`config.mk`:
```
export PLATFORM = sky130hd
export DESIGN_NAME = d_npc_ras
export DESIGN_NICKNAME = d
export VERILOG_FILES = /design/src/rtl/d_npc_ras.sv
export SDC_FILE = /design/constraint.sdc
export NUM_CORES = 1
export LEC_CHECK = 0
export ABC_AREA = 0
export ABC_CLOCK_PERIOD_IN_PS = 6600
export BUFFER_PORTS_ARGS = -buffer_cell sky130_fd_sc_hd__clkbuf_2
export CAP_MARGIN = 20
export CORE_MARGIN = 3
export CORE_UTILIZATION = 38
export DETAILED_ROUTE_END_ITERATION = 12
export SLEW_MARGIN = 20
export SYNTH_ARGS = -nofsm -noshare
export SYNTH_HDL_FRONTEND = slang
export SYNTH_SLANG_ARGS = --single-unit
export TNS_END_PERCENT = 50
```
`constraint.sdc`:
```
create_clock -name clk -period 6.6 [get_ports clk]
set_input_delay 1.65 -clock clk [delete_from_list [all_inputs] [get_ports clk]]
set_output_delay 1.65 -clock clk [all_outputs]
set_load 0.01 [all_outputs]
```
`src/rtl/d_npc_ras.sv`:
```
// ---------------------------------------------------------------------------
// d_npc_ras
//
// Decode-stage next-PC unit with a circular return-address stack (RAS).
//
// The next-PC path picks the redirect target for eret, taken branches,
// jump-index and jump-register instructions. Next to it, the RAS records the
// return address (pc + 8, past the delay slot) of every call. Every `jr $ra`
// is checked against the forwarded register value, and any disagreement is
// flagged on ras_mispredict for the hazard and statistics logic.
//
// Parameters:
//   WIDTH      address/data width
//   RAS_DEPTH  number of RAS entries (power of two, at least 2)
//   PTR_W      pointer width, derived from RAS_DEPTH
//
// Ports:
//   clk, rst_n      clock; synchronous active-low reset
//   eret, epc       exception return and its target
//   sel             00 offset, 01 index, 10 register, 11 none
//   pc              D-stage PC
//   br_ctrl         branch condition from the comparator
//   imm16, imm26    sign-extended offset / fully formed jump-index target
//   ra              forwarded rs value
//   is_call/is_ret  jal/jalr and jr $31 in D
//   stall, flush    D stall (RAS holds) / pipeline flush (RAS cleared)
//   npc, is_npc     next PC and "override sequential fetch"
//   ras_top         predicted return address (0 when empty)
//   ras_valid       stack holds at least one entry
//   ras_count       number of valid entries, 0..RAS_DEPTH
//   ras_mispredict  return whose prediction differs from ra
//   ras_overflow    sticky: a call was pushed onto a full stack
//
// Optional feature (macro NPC_STATS_EN):
//   stat_taken      saturating count of unstalled cycles with is_npc
//   stat_mispredict saturating count of unstalled cycles with ras_mispredict
// ---------------------------------------------------------------------------
module d_npc_ras #(
    parameter int WIDTH     = 32,
    parameter int RAS_DEPTH = 8,
    localparam int PTR_W    = $clog2(RAS_DEPTH)
) (
    input  logic             clk,
    input  logic             rst_n,
    input  logic             eret,
    input  logic [WIDTH-1:0] epc,
    input  logic [1:0]       sel,
    input  logic [WIDTH-1:0] pc,
    input  logic             br_ctrl,
    input  logic [WIDTH-1:0] imm16,
    input  logic [WIDTH-1:0] imm26,
    input  logic [WIDTH-1:0] ra,
    input  logic             is_call,
    input  logic             is_ret,
    input  logic             stall,
    input  logic             flush,
    output logic [WIDTH-1:0] npc,
    output logic             is_npc,
    output logic [WIDTH-1:0] ras_top,
    output logic             ras_valid,
    output logic [PTR_W:0]   ras_count,
    output logic             ras_mispredict,
    output logic             ras_overflow
`ifdef NPC_STATS_EN
    ,
    output logic [31:0]      stat_taken,
    output logic [31:0]      stat_mispredict
`endif
);

    localparam logic [PTR_W:0] FULL_COUNT = (PTR_W+1)'(RAS_DEPTH);

    // RAS storage and bookkeeping
    logic [WIDTH-1:0] memQ [RAS_DEPTH];
    logic [PTR_W-1:0] tpQ, tpD;
    logic [PTR_W:0]   countQ, countD;
    logic             ovfQ, ovfD;

    // Write port into the entry array
    logic             memWe;
    logic [PTR_W-1:0] memWaddr;
    logic [WIDTH-1:0] memWdata;

    logic [PTR_W-1:0] tpTopIdx;
    logic             rasEmpty;
    logic             rasFull;
    logic [WIDTH-1:0] returnAddr;
    logic [WIDTH-1:0] branchTarget;

    // tp is the next free slot, so the newest entry lives one below it.
    // RAS_DEPTH is a power of two, so the pointer arithmetic wraps for free.
    assign tpTopIdx     = tpQ - PTR_W'(1);
    assign rasEmpty     = (countQ == '0);
    assign rasFull      = (countQ == FULL_COUNT);
    assign returnAddr   = pc + WIDTH'(8);
    assign branchTarget = pc + WIDTH'(4) + (imm16 << 2);

    // Next-PC selection in priority order: eret, taken branch, jump-index,
    // jump-register, then fall-through past the delay slot. A not-taken
    // branch still asserts is_npc; its target is then pc + 8.
    always_comb begin
        npc = returnAddr;
        if (eret) begin
            npc = epc;
        end else if (sel == 2'b00 && br_ctrl) begin
            npc = branchTarget;
        end else if (sel == 2'b01) begin
            npc = imm26;
        end else if (sel == 2'b10) begin
            npc = ra;
        end
    end

    assign is_npc = eret | (sel != 2'b11);

    // Prediction outputs read straight from the current stack state.
    assign ras_valid      = !rasEmpty;
    assign ras_top        = rasEmpty ? '0 : memQ[tpTopIdx];
    assign ras_count      = countQ;
    assign ras_overflow   = ovfQ;
    assign ras_mispredict = is_ret & (rasEmpty | (ras_top != ra));

    // Next-state of the stack. A flush empties it without touching the sticky
    // overflow flag; a stall freezes it. A combined call+ret (jalr $31)
    // replaces the top entry in place, unless the stack is empty, in which
    // case it behaves as a plain push. Pushing onto a full stack overwrites
    // the oldest entry, which is exactly the slot tp already points at.
    always_comb begin
        tpD      = tpQ;
        countD   = countQ;
        ovfD     = ovfQ;
        memWe    = 1'b0;
        memWaddr = tpQ;
        memWdata = returnAddr;
        if (flush) begin
            tpD    = '0;
            countD = '0;
        end else if (!stall) begin
            if (is_call && (!is_ret || rasEmpty)) begin
                memWe    = 1'b1;
                memWaddr = tpQ;
                tpD      = tpQ + PTR_W'(1);
                if (rasFull) begin
                    ovfD = 1'b1;
                end else begin
                    countD = countQ + (PTR_W+1)'(1);
                end
            end else if (is_call && is_ret) begin
                memWe    = 1'b1;
                memWaddr = tpTopIdx;
            end else if (is_ret && !rasEmpty) begin
                tpD    = tpTopIdx;
                countD = countQ - (PTR_W+1)'(1);
            end
        end
    end

    // Pointer, count and overflow registers with synchronous reset.
    always_ff @(posedge clk) begin
        if (!rst_n) begin
            tpQ    <= '0;
            countQ <= '0;
            ovfQ   <= 1'b0;
        end else begin
            tpQ    <= tpD;
            countQ <= countD;
            ovfQ   <= ovfD;
        end
    end

    // Entry array. Contents are left alone on reset; count gates visibility.
    always_ff @(posedge clk) begin
        if (rst_n && memWe) begin
            memQ[memWaddr] <= memWdata;
        end
    end

`ifdef NPC_STATS_EN
    logic [31:0] statTakenQ, statTakenD;
    logic [31:0] statMisQ, statMisD;

    // Saturating event counters; flush does not clear them.
    always_comb begin
        statTakenD = statTakenQ;
        statMisD   = statMisQ;
        if (!stall && is_npc && (statTakenQ != 32'hFFFF_FFFF)) begin
            statTakenD = statTakenQ + 32'd1;
        end
        if (!stall && ras_mispredict && (statMisQ != 32'hFFFF_FFFF)) begin
            statMisD = statMisQ + 32'd1;
        end
    end

    always_ff @(posedge clk) begin
        if (!rst_n) begin
            statTakenQ <= '0;
            statMisQ   <= '0;
        end else begin
            statTakenQ <= statTakenD;
            statMisQ   <= statMisD;
        end
    end

    assign stat_taken      = statTakenQ;
    assign stat_mispredict = statMisQ;
`endif

endmodule

```
==> flow_metrics.py <==
metrics = {
    "sta": {
        "max_freq_mhz": 156.6,
        "post-route-min-period_ns": 6.388,
        "slew-limit-headroom_pct": 32.36,
        "rsz0062_at_grt": "false",
        "finalCritPeriodShare_pct": 96.78,
        "drv_slew": 0,
        "worst_pin_slew_ns": 1.015,
        "final-setup-viol-count": 0,
        "hold_viol_final": 0,
        "fin_tns_setup_ns": 0,
        "clock-skew-final_ns": 0.01448,
    },
    "global_route": {
        "grt_busiest_layer": "met2",
        "grtUsageMet3_pct": 2.851,
        "grt_max_degree": 70,
        "met2_usage_pct": 38.46,
        "use_met1_pct": 31.44,
        "antenna_found_initial": 0,
        "grt_use_total_pct": 22.78,
        "grt_pass1_vias": 10850,
        "overflow": 0,
        "grt_pass1_wl_um": 69570,
    },
    "job": {
        "cap_violations": 0,
    },
    "logic_synthesis": {
        "synth_edf_count": 256,
        "avgSynthCellArea_um2": 12.76,
        "synthArstFlopShare_pct": 0,
        "synth.area.top_cells": "edfxtp_1, mux4_2, ha_1, xor2_1, nand3_1",
        "netlist_top_cells_count": "edfxtp_1, nand2_1, nand3_1",
        "syn_area_um2": 14570,
        "yosysSeqAreaShare_pct": 53.85,
        "synth_area_leader_cell": "edfxtp_1",
        "synth_flop_cell": "edfxtp_1",
        "synth_top_cell_area_share_pct": 52.75,
        "synth_cells": 1142,
        "syn-num-nets": 1376,
        "synthMostInstantiatedCell": "edfxtp_1",
        "yosysWarnings": 0,
        "ys_types": 66,
        "ys_ff_latch": 264,
    },
    "placed_design": {
        "io_buffer_count": 239,
        "dpl.hpwl_um": 34070,
        "placed_cells": 1879,
        "gp_congestion": 0.8751,
    },
    "clocking": {
        "cts-resized-gates": 0,
        "postCtsHoldBufs": 0,
        "cts.clk_slew.worst_paths_ns": 0.07,
        "clk_latency_ns": 0.52,
        "cts_tree": "done",
        "clock_path_buffers": 3,
        "clkSinkCount": 264,
        "htree_levels": 1,
        "numCtsBuffers": 27,
        "root_buffer": "clkbuf_16",
        "post_cts.repair.setup_buffers": 0,
    },
    "detailed_routing": {
        "ant_nets": 0,
        "drc": 0,
        "routed_wl_um": 47290,
        "post_drt_wl_per_cell_um": 24.57,
        "via_count": 10840,
        "via_per_inst": 5.632,
        "firstDrtPassIters": 6,
        "drt_iter0_drc": 910,
    },
    "worst_setup_path": {
        "critPathKind": "input port to output pin",
        "end_kind": "output pin",
        "critPathLaunchType": "input port",
        "cp_max_fo": 4,
        "required_ns": 4.95,
        "arrival_ns": 4.74,
    },
    "finish": {
        "post_layout_nonfiller_instances": 1925,
        "syn_to_final_growth_pct": 19.33,
        "layout-drive-gt1-share_pct": 30.55,
        "nFillCells": 3447,
        "nNetsFinal": 1631,
        "antenna_cells": 0,
    },
    "floorplanning": {
        "die_w_um": 201.8,
        "core_um2": 37760,
        "die_area_um2": 40740,
        "die_height_um": 201.8,
        "ioPinCount": 242,
        "rows": 71,
        "start_util_pct": 38.60,
    },
    "power_and_ir_drop": {
        "power_density_nw_per_um2": 233.6,
        "switching_power_mw": 1.094,
        "p_int_mw": 2.969,
        "p_clk_share_pct": 35.1,
        "p_comb_share_pct": 19.3,
        "power_leakage_nw": 6.706,
        "irDropWorstVdd_uv": 151.6,
        "switching_share_pct": 26.93,
        "seqPwrFrac_pct": 45.6,
    },
    "hold_path": {
        "min_path_type": "register to register",
    },
    "run_status": {
        "status": "finished clean",
    },
}
[layout make-up]
cell class | count | area (um2) | share of cell area, %
Clock buffer | 33 | 698.2 | 4.014
Clock inverter | 13 | 116.4 | 0.6691
Inverter | 23 | 86.33 | 0.4964
Multi-Input combinational cell | 793 | 6424 | 36.94
Sequential cell | 264 | 7851 | 45.14
Tap cell | 511 | 639.4 | 3.676
Timing Repair Buffer | 288 | 1577 | 9.065
[power groups by stage]
| stage | Sequential (mW) | Combinational [mW] | Clock [mW] |
|---|---|---|---|
| floorplan | 1.89 | 0.460 | 0 |
| global placement | 1.89 | 0.780 | 0 |
| detailed placement | 1.89 | 0.781 | 0 |
| CTS | 1.85 | 0.786 | 1.44 |
| global route | 1.85 | 0.850 | 1.51 |
| finish | 1.85 | 0.786 | 1.42 |
[final timing paths]
check | from | depth (start not counted) | end | slack, ns
hold reg to reg | ras_overflow$_SDFFE_PN0P_ | 1 | ras_overflow$_SDFFE_PN0P_ | 0.46
setup reg to reg | ras_count[0]$_SDFFE_PP0P_ | 9 | memQ[3][3]$_DFFE_PP_ | 2.54
setup / recovery | pc[3] | 14 | npc[31] | 0.21
hold / removal | ras_overflow$_SDFFE_PN0P_ | 1 | ras_overflow$_SDFFE_PN0P_ | 0.46
[metrics by stage]
step / util, % / setup WS [ns] / area [um2] / hold WS (ns) / total power, mW
3_5_place_dp: 43.90 / 0.1993 / 16580 / 0.4538 / 2.670
6_report: 46.06 / 0.2123 / 17390 / 0.4640 / 4.063
4_1_cts: 46.06 / 0.1846 / 17390 / 0.4693 / 4.084
3_3_place_gp: 43.90 / 0.2281 / 16580 / 0.4494 / 2.668
5_1_grt: 46.06 / 0.01534 / 17390 / 0.4901 / 4.211
2_1_floorplan: - / 0.7662 / 14570 / 0.5091 / 2.348
[cells by family after synthesis]
logic type                 synth area share [%]
DFF                                       53.85
and+or+nand+nor                           11.09
AOI/OAI and AO/OA                         9.186
xor gates and xnor gates                  5.452
adders and majority gates                 5.598
buffers and inverters                     2.369
muxes                                     12.46
[worst max-delay path: stages]
cell	delay, ns
clkbuf_2	0.09
ha_1	0.29
ha_1	0.25
fa_1	0.43
a211oi_1	0.23
o21bai_1	0.17
o21a_1	0.27
o211a_1	0.26
o21ai_0	0.16
buf_4	0.14
nand4_1	0.11
a41o_1	0.23
nor3_1	0.23
clkbuf_2	0.21
[sequential cells by signal, summed over array words and instances (netlist names)]
register	flops
ras_overflow	1
ras_count	4
memQ	256
tpQ	3
[metal layers]
| metal | up-vias | wire [um] |
|---|---|---|
| li1 | 4926 | - |
| met1 | 5373 | 19610 |
| met2 | 481 | 22940 |
| met3 | 62 | 3471 |
| met4 | 0 | 1269 |
| met5 | - | 0 |
[placed cells by master (no fill, tap or decap), drive strengths merged, types with 39 or more instances in the layout]
cell    Yosys  layout
a21oi      67      67
buf        28      49
clkbuf     34     272
edfxtp    256     256
ha         62      62
mux4       66      66
nand2     100     100
nand3      83      83
nor2       68      68
o21ai      45      45
xnor2      39      39
xor2       50      50
No activity file was read; power rests on OpenSTA's default activity.
